==> src/rtl/piso_frame_tx_pkg.sv <==
// Shared types and line levels for the PISO frame transmitter.
package piso_frame_tx_pkg;

  typedef enum logic [1:0] {
    IDLE  = 2'd0,
    START = 2'd1,
    DATA  = 2'd2,
    STOP  = 2'd3
  } state_e;

  localparam logic START_BIT  = 1'b0;
  localparam logic STOP_BIT   = 1'b1;
  localparam logic IDLE_LEVEL = 1'b1;

  // Frame length in bits: start + data + stop.
  function automatic int frame_bits(input int data_w);
    return data_w + 2;
  endfunction

endpackage

==> src/rtl/piso_frame_tx_bit_timer.sv <==
// Per-bit cycle counter; bit_end marks the last clk cycle of a serial bit.
module piso_frame_tx_bit_timer #(
  parameter int CLKS_PER_BIT = 16
) (
  input  logic clk,
  input  logic reset,
  input  logic clr,
  output logic bit_end
);

  localparam int CW = (CLKS_PER_BIT > 1) ? $clog2(CLKS_PER_BIT) : 1;
  localparam logic [CW-1:0] LAST = CW'(CLKS_PER_BIT - 1);

  logic [CW-1:0] cnt_q, cnt_d;

  assign bit_end = (cnt_q == LAST);

  always_comb begin
    cnt_d = cnt_q + 1'b1;
    if (clr || bit_end) cnt_d = '0;
  end

  always_ff @(posedge clk or posedge reset) begin
    if (reset) cnt_q <= '0;
    else       cnt_q <= cnt_d;
  end

endmodule

==> src/rtl/piso_frame_tx.sv <==
// Byte-in, serial-out frame transmitter: start 0, DATA_W bits LSB first, stop 1.
module piso_frame_tx
  import piso_frame_tx_pkg::*;
#(
  parameter int DATA_W       = 8,
  parameter int CLKS_PER_BIT = 16
) (
  input  logic              clk,
  input  logic              reset,
  input  logic [DATA_W-1:0] tx_data,
  input  logic              tx_valid,
  output logic              tx_ready,
  output logic              serial_out,
  output logic              busy,
  output logic              frame_done
);

  localparam int BW = (DATA_W > 1) ? $clog2(DATA_W) : 1;
  localparam logic [BW-1:0] LAST_BIT = BW'(DATA_W - 1);

  state_e            state_q, state_d;
  logic [DATA_W-1:0] shreg_q, shreg_d;
  logic [BW-1:0]     bit_idx_q, bit_idx_d;
  logic              serial_q, serial_d;
  logic              bit_end, accept, clr;

  assign accept = tx_valid && (state_q == IDLE);
  // Held clear while idle so START always begins on cycle 0 of its bit.
  assign clr    = (state_q == IDLE) || (state_d != state_q);

  piso_frame_tx_bit_timer #(.CLKS_PER_BIT(CLKS_PER_BIT)) u_timer (
    .clk     (clk),
    .reset   (reset),
    .clr     (clr),
    .bit_end (bit_end)
  );

  always_comb begin
    state_d   = state_q;
    shreg_d   = shreg_q;
    bit_idx_d = bit_idx_q;
    case (state_q)
      IDLE:  if (accept) begin
               state_d   = START;
               shreg_d   = tx_data;
               bit_idx_d = '0;
             end
      START: if (bit_end) begin
               state_d   = DATA;
               bit_idx_d = '0;
             end
      DATA:  if (bit_end) begin
               shreg_d = shreg_q >> 1;
               if (bit_idx_q == LAST_BIT) begin
                 state_d   = STOP;
                 bit_idx_d = '0;
               end else begin
                 bit_idx_d = bit_idx_q + 1'b1;
               end
             end
      STOP:  if (bit_end) state_d = IDLE;
      default: state_d = IDLE;
    endcase

    // Line level is registered from the next state so it changes with the state.
    serial_d = IDLE_LEVEL;
    case (state_d)
      IDLE:    serial_d = IDLE_LEVEL;
      START:   serial_d = START_BIT;
      DATA:    serial_d = shreg_d[0];
      default: serial_d = STOP_BIT;
    endcase
  end

  always_ff @(posedge clk or posedge reset) begin
    if (reset) begin
      state_q   <= IDLE;
      shreg_q   <= '0;
      bit_idx_q <= '0;
      serial_q  <= IDLE_LEVEL;
    end else begin
      state_q   <= state_d;
      shreg_q   <= shreg_d;
      bit_idx_q <= bit_idx_d;
      serial_q  <= serial_d;
    end
  end

  assign serial_out = serial_q;
  assign tx_ready   = (state_q == IDLE);
  assign busy       = (state_q != IDLE);
  assign frame_done = (state_q == STOP) && bit_end;

endmodule

==> config.mk <==
export PLATFORM = sky130hd
export DESIGN_NAME = piso_frame_tx
export DESIGN_NICKNAME = d
export VERILOG_FILES = /design/src/rtl/piso_frame_tx_pkg.sv /design/src/rtl/piso_frame_tx_bit_timer.sv /design/src/rtl/piso_frame_tx.sv
export SDC_FILE = /design/constraint.sdc
export NUM_CORES = 1
export LEC_CHECK = 0
export ABC_AREA = 1
export ABC_CLOCK_PERIOD_IN_PS = 1800
export CAP_MARGIN = 0
export CORE_AREA = 2 2 59 61
export CTS_CLUSTER_SIZE = 16
export DETAILED_ROUTE_END_ITERATION = 12
export DIE_AREA = 0 0 61 63
export GPL_TIMING_DRIVEN = 0
export PLACE_DENSITY_LB_ADDON = 0.3
export SYNTH_ARGS = -nofsm -noshare
export SYNTH_HDL_FRONTEND = slang
export SYNTH_HIERARCHICAL = 1
export SYNTH_SLANG_ARGS = --single-unit
==> constraint.sdc <==
create_clock -name clk -period 1.8 [get_ports clk]
set_clock_uncertainty 0.2 [all_clocks]
set_input_delay 0.18 -clock clk [delete_from_list [all_inputs] [get_ports clk]]
set_output_delay 0.18 -clock clk [all_outputs]
set_load 0.05 [all_outputs]
==> summary.txt <==
Outcome
  – Outcome: finished, violations left
  – Failing checks: setup timing

Route
  – DRT Pass-1 Iters: 4
  – Vias/cell: 4.198
  – Final wirelength: 1864 µm
  – Initial drt markers: 18
  – Post-route ant nets: 0
  – DRC: 0
  – Routed WL per cell: 9.708 µm
  – DR vias: 806

Min path
  – Worst Hold Class: in -> reg
  – Worst Hold End: shreg_q[7]
  – Hold Path Cell Cnt: 3
  – Min-delay src: tx_data[7]

Power and ir drop
  – Static Leak: 0.6782 nW
  – Power Density: 527.8 nW/µm²
  – Worst vdd ir: 0.3213 mV

Yosys
  – Synthesized instance count: 120
  – Synthesized net count: 134
  – Area of the mapped netlist: 935.9 µm²
  – Sequential share of the synthesized area: 48.26%
  – Yosys cell types: 16
  – Avg Inst Size Synth: 7.799 µm²
  – Warnings, synthesis: 6
  – Synth top area share: 45.45%
  – Post-synth top area cell: dfrtp_1
  – Main area contributors after synthesis: dfrtp_1 (45%), nand2_1 (17%), nand3_1 (8.0%)
  – Synthesized flop and latch total: 18

Global routing
  – Global-route wire length before repair: 3118 µm
  – Total Routing Usage GR: 10.65%
  – Grt met2 use: 18.41%
  – M3 GR Usage: 1.863%
  – Gr ovfl total: 0
  – Largest net degree at the start of global routing: 15
  – Initial antenna violation count: 0
  – Met1 usage: 12.66%
  – Vias in the first global route: 770
  – Grt peak-use layer: met2

Critical path
  – Crit-path max FO: 4
  – CP Launch Type: register
  – Kind of critical path: reg -> out
  – FF-to-FF Start: u_timer/cnt_q[1]
  – Worst path most repeated cell: nor2_4
  – R2R cell count: 8
  – CP required: 1.42 ns
  – Worst path max stage delay: 0.43 ns
  – CP arrival: 1.47 ns
  – Slowest-stage cell, CP: dfrtp_1
  – Crit-path cells: ha_4, nand2_4, nor2_4, inv_2, nor2_4, buf_6
  – Buffers & Inverters on Critical Path: 2
  – Worst setup EP type: primary output
  – Reg2reg setup slack: 0.03 ns
  – Worst R2R End: shreg_q[2]
  – CP delay by family, top: flip-flops

Clock network
  – H-tree depth: 1
  – CTS root buf: clkbuf_4
  – Sink Count: 18
  – CTS Buf Count: 3
  – Clock tree buffer depth: 2
  – Worst skew pair latency: 0.29 ns
  – CTS tree: yes
  – Clock transition at path regs: 0.11 ns

Cells and area
  – ANT cells: 0
  – Commonest non-fill, non-tap cell in the layout: nand2_1
  – Syn-to-layout area delta: 39.30%
  – Most frequent cells in the layout: nand2_1 (41), dfrtp_1 (17), nand3_1 (14)
  – Fraction of layout cells with a size suffix above 1: 25.34%
  – Design area: 1304 µm²
  – Final #Nets: 161
  – Final core occ: 40.34%
  – Fillcell total: 357
  – Filler-free cell count of the finished design: 192

STA
  – Final setup viols: 1
  – Worst-Margin Slew: 0.5203 ns
  – Final hold vios: 0
  – F_max: 541.1 MHz
  – Relative slew slack: 65.27%
  – Final period utilization: 102.7%
  – Worst setup margin: -0.04798 ns
  – Unrepaired setup endpoints after global routing: true
  – WHS: 0.2203 ns
  – Setup TNS: -0.04798 ns
  – Slew Limit Fails: 0
  – Tmin final: 1.848 ns

Place
  – PortBufs: 14
  – Final HPWL from detailed placement: 1358 µm
  – GPL Wtd Cong: 0.8078
  – DP Cell Count: 180
  – Placed Area: 1139 µm²

Floorplan
  – Ports: 15
  – Die span in y: 63 µm
  – Die ar.: 3843 µm²
  – Rows: 21
  – Die X: 61 µm
  – Core area: 3232 µm²
  – Initial Util: 28.96%

Job
  – Maxcap violations: 0
==> worst min-delay path: cells and delay by family <==
kind | cells | cell delay (ns)
buffers and inverters | 1 | 0.39
and+or+nand+nor | 2 | 0.11
==> repair_timing <==
action / 4_1_cts / 5_1_grt
setup buffers: 1 / 6
pin swaps: 0 / 5
hold buffers: 1 / 0
resized for setup: 17 / 13
hold endpoints to repair: 4 / 0
setup endpoints to repair: 15 / 14
==> state kept, by name, summed over array words and instances (netlist names) <==
signal	flops
state_q	2
bit_idx_q	3
serial_out	1
u_timer/cnt_q	4
shreg_q	8
==> through the flow <==
stage                     setup slack (ns)  power (W)
after global routing               -0.1268  0.0007180
final                             -0.04798  0.0006881
after global placement             -0.5135  0.0004433
after floorplan                    0.04227  0.0004187
after CTS                          -0.1436  0.0006991
after detailed placement           -0.5062  0.0004436
==> cell usage after synthesis <==
master and instances:
nand2_1 42, a21oi_1 3, nor2_2 4, nor2_1 15, nand2_2 4, dfstp_2 1, a21boi_0 1, inv_2 3
o21bai_4 1, ha_1 3, nor2_4 1, inv_1 8, nand3_1 15, nand4_1 1, nor3b_1 1, dfrtp_1 17
==> kinds of logic (layout without fill, tap and decap cells) <==
family                     after synthesis  count (layout)  share of synthesized area (%)
AOI/OAI and AO/OA                        5               5                          4.412
adders and majority gates                3               3                          4.011
buffers and inverters                   11              37                          4.412
DFF                                     18              18                          48.26
and+or+nand+nor                         83              83                          38.90
==> final cells by class <==
class                      instances  area [µm²]  share of cell area (%)
clock buffer                       4       36.28                   2.783
multi-input combinational         91       504.2                   38.68
tap                               46       57.56                   4.415
sequential                        18       451.7                   34.64
inverter                          11       41.29                   3.167
timing repair buffer              22       212.7                   16.31
==> worst max-delay path by stage <==
stage                     startpoint    endpoint  slack, ns  depth (start not counted)
floorplan                 state_q[0]  shreg_q[5]       0.04                          6
global placement    u_timer/cnt_q[0]  frame_done      -0.51                          6
detailed placement  u_timer/cnt_q[0]  frame_done      -0.51                          6
CTS                 u_timer/cnt_q[1]  frame_done      -0.14                          6
global route        u_timer/cnt_q[1]  shreg_q[2]      -0.13                          8
finish              u_timer/cnt_q[1]  frame_done      -0.05                          6
==> power by group <==
group | internal [W] | switching (W) | total (W) | leakage (nW)
sequential | 0.000404 | 0 | 0.000404 | 0.207
combinational | 0.0000206 | 0.0000117 | 0.0000323 | 0.450
clock | 0.000123 | 0.000128 | 0.000252 | 0.0210
==> per-layer routing <==
layer | up-vias | part of all wire, %
met5 | - | 0
met4 | 0 | 0.91
met3 | 2 | 3.3
met2 | 11 | 51
met1 | 358 | 44
li1 | 435 | -
Power figures use the tool's default switching activity.
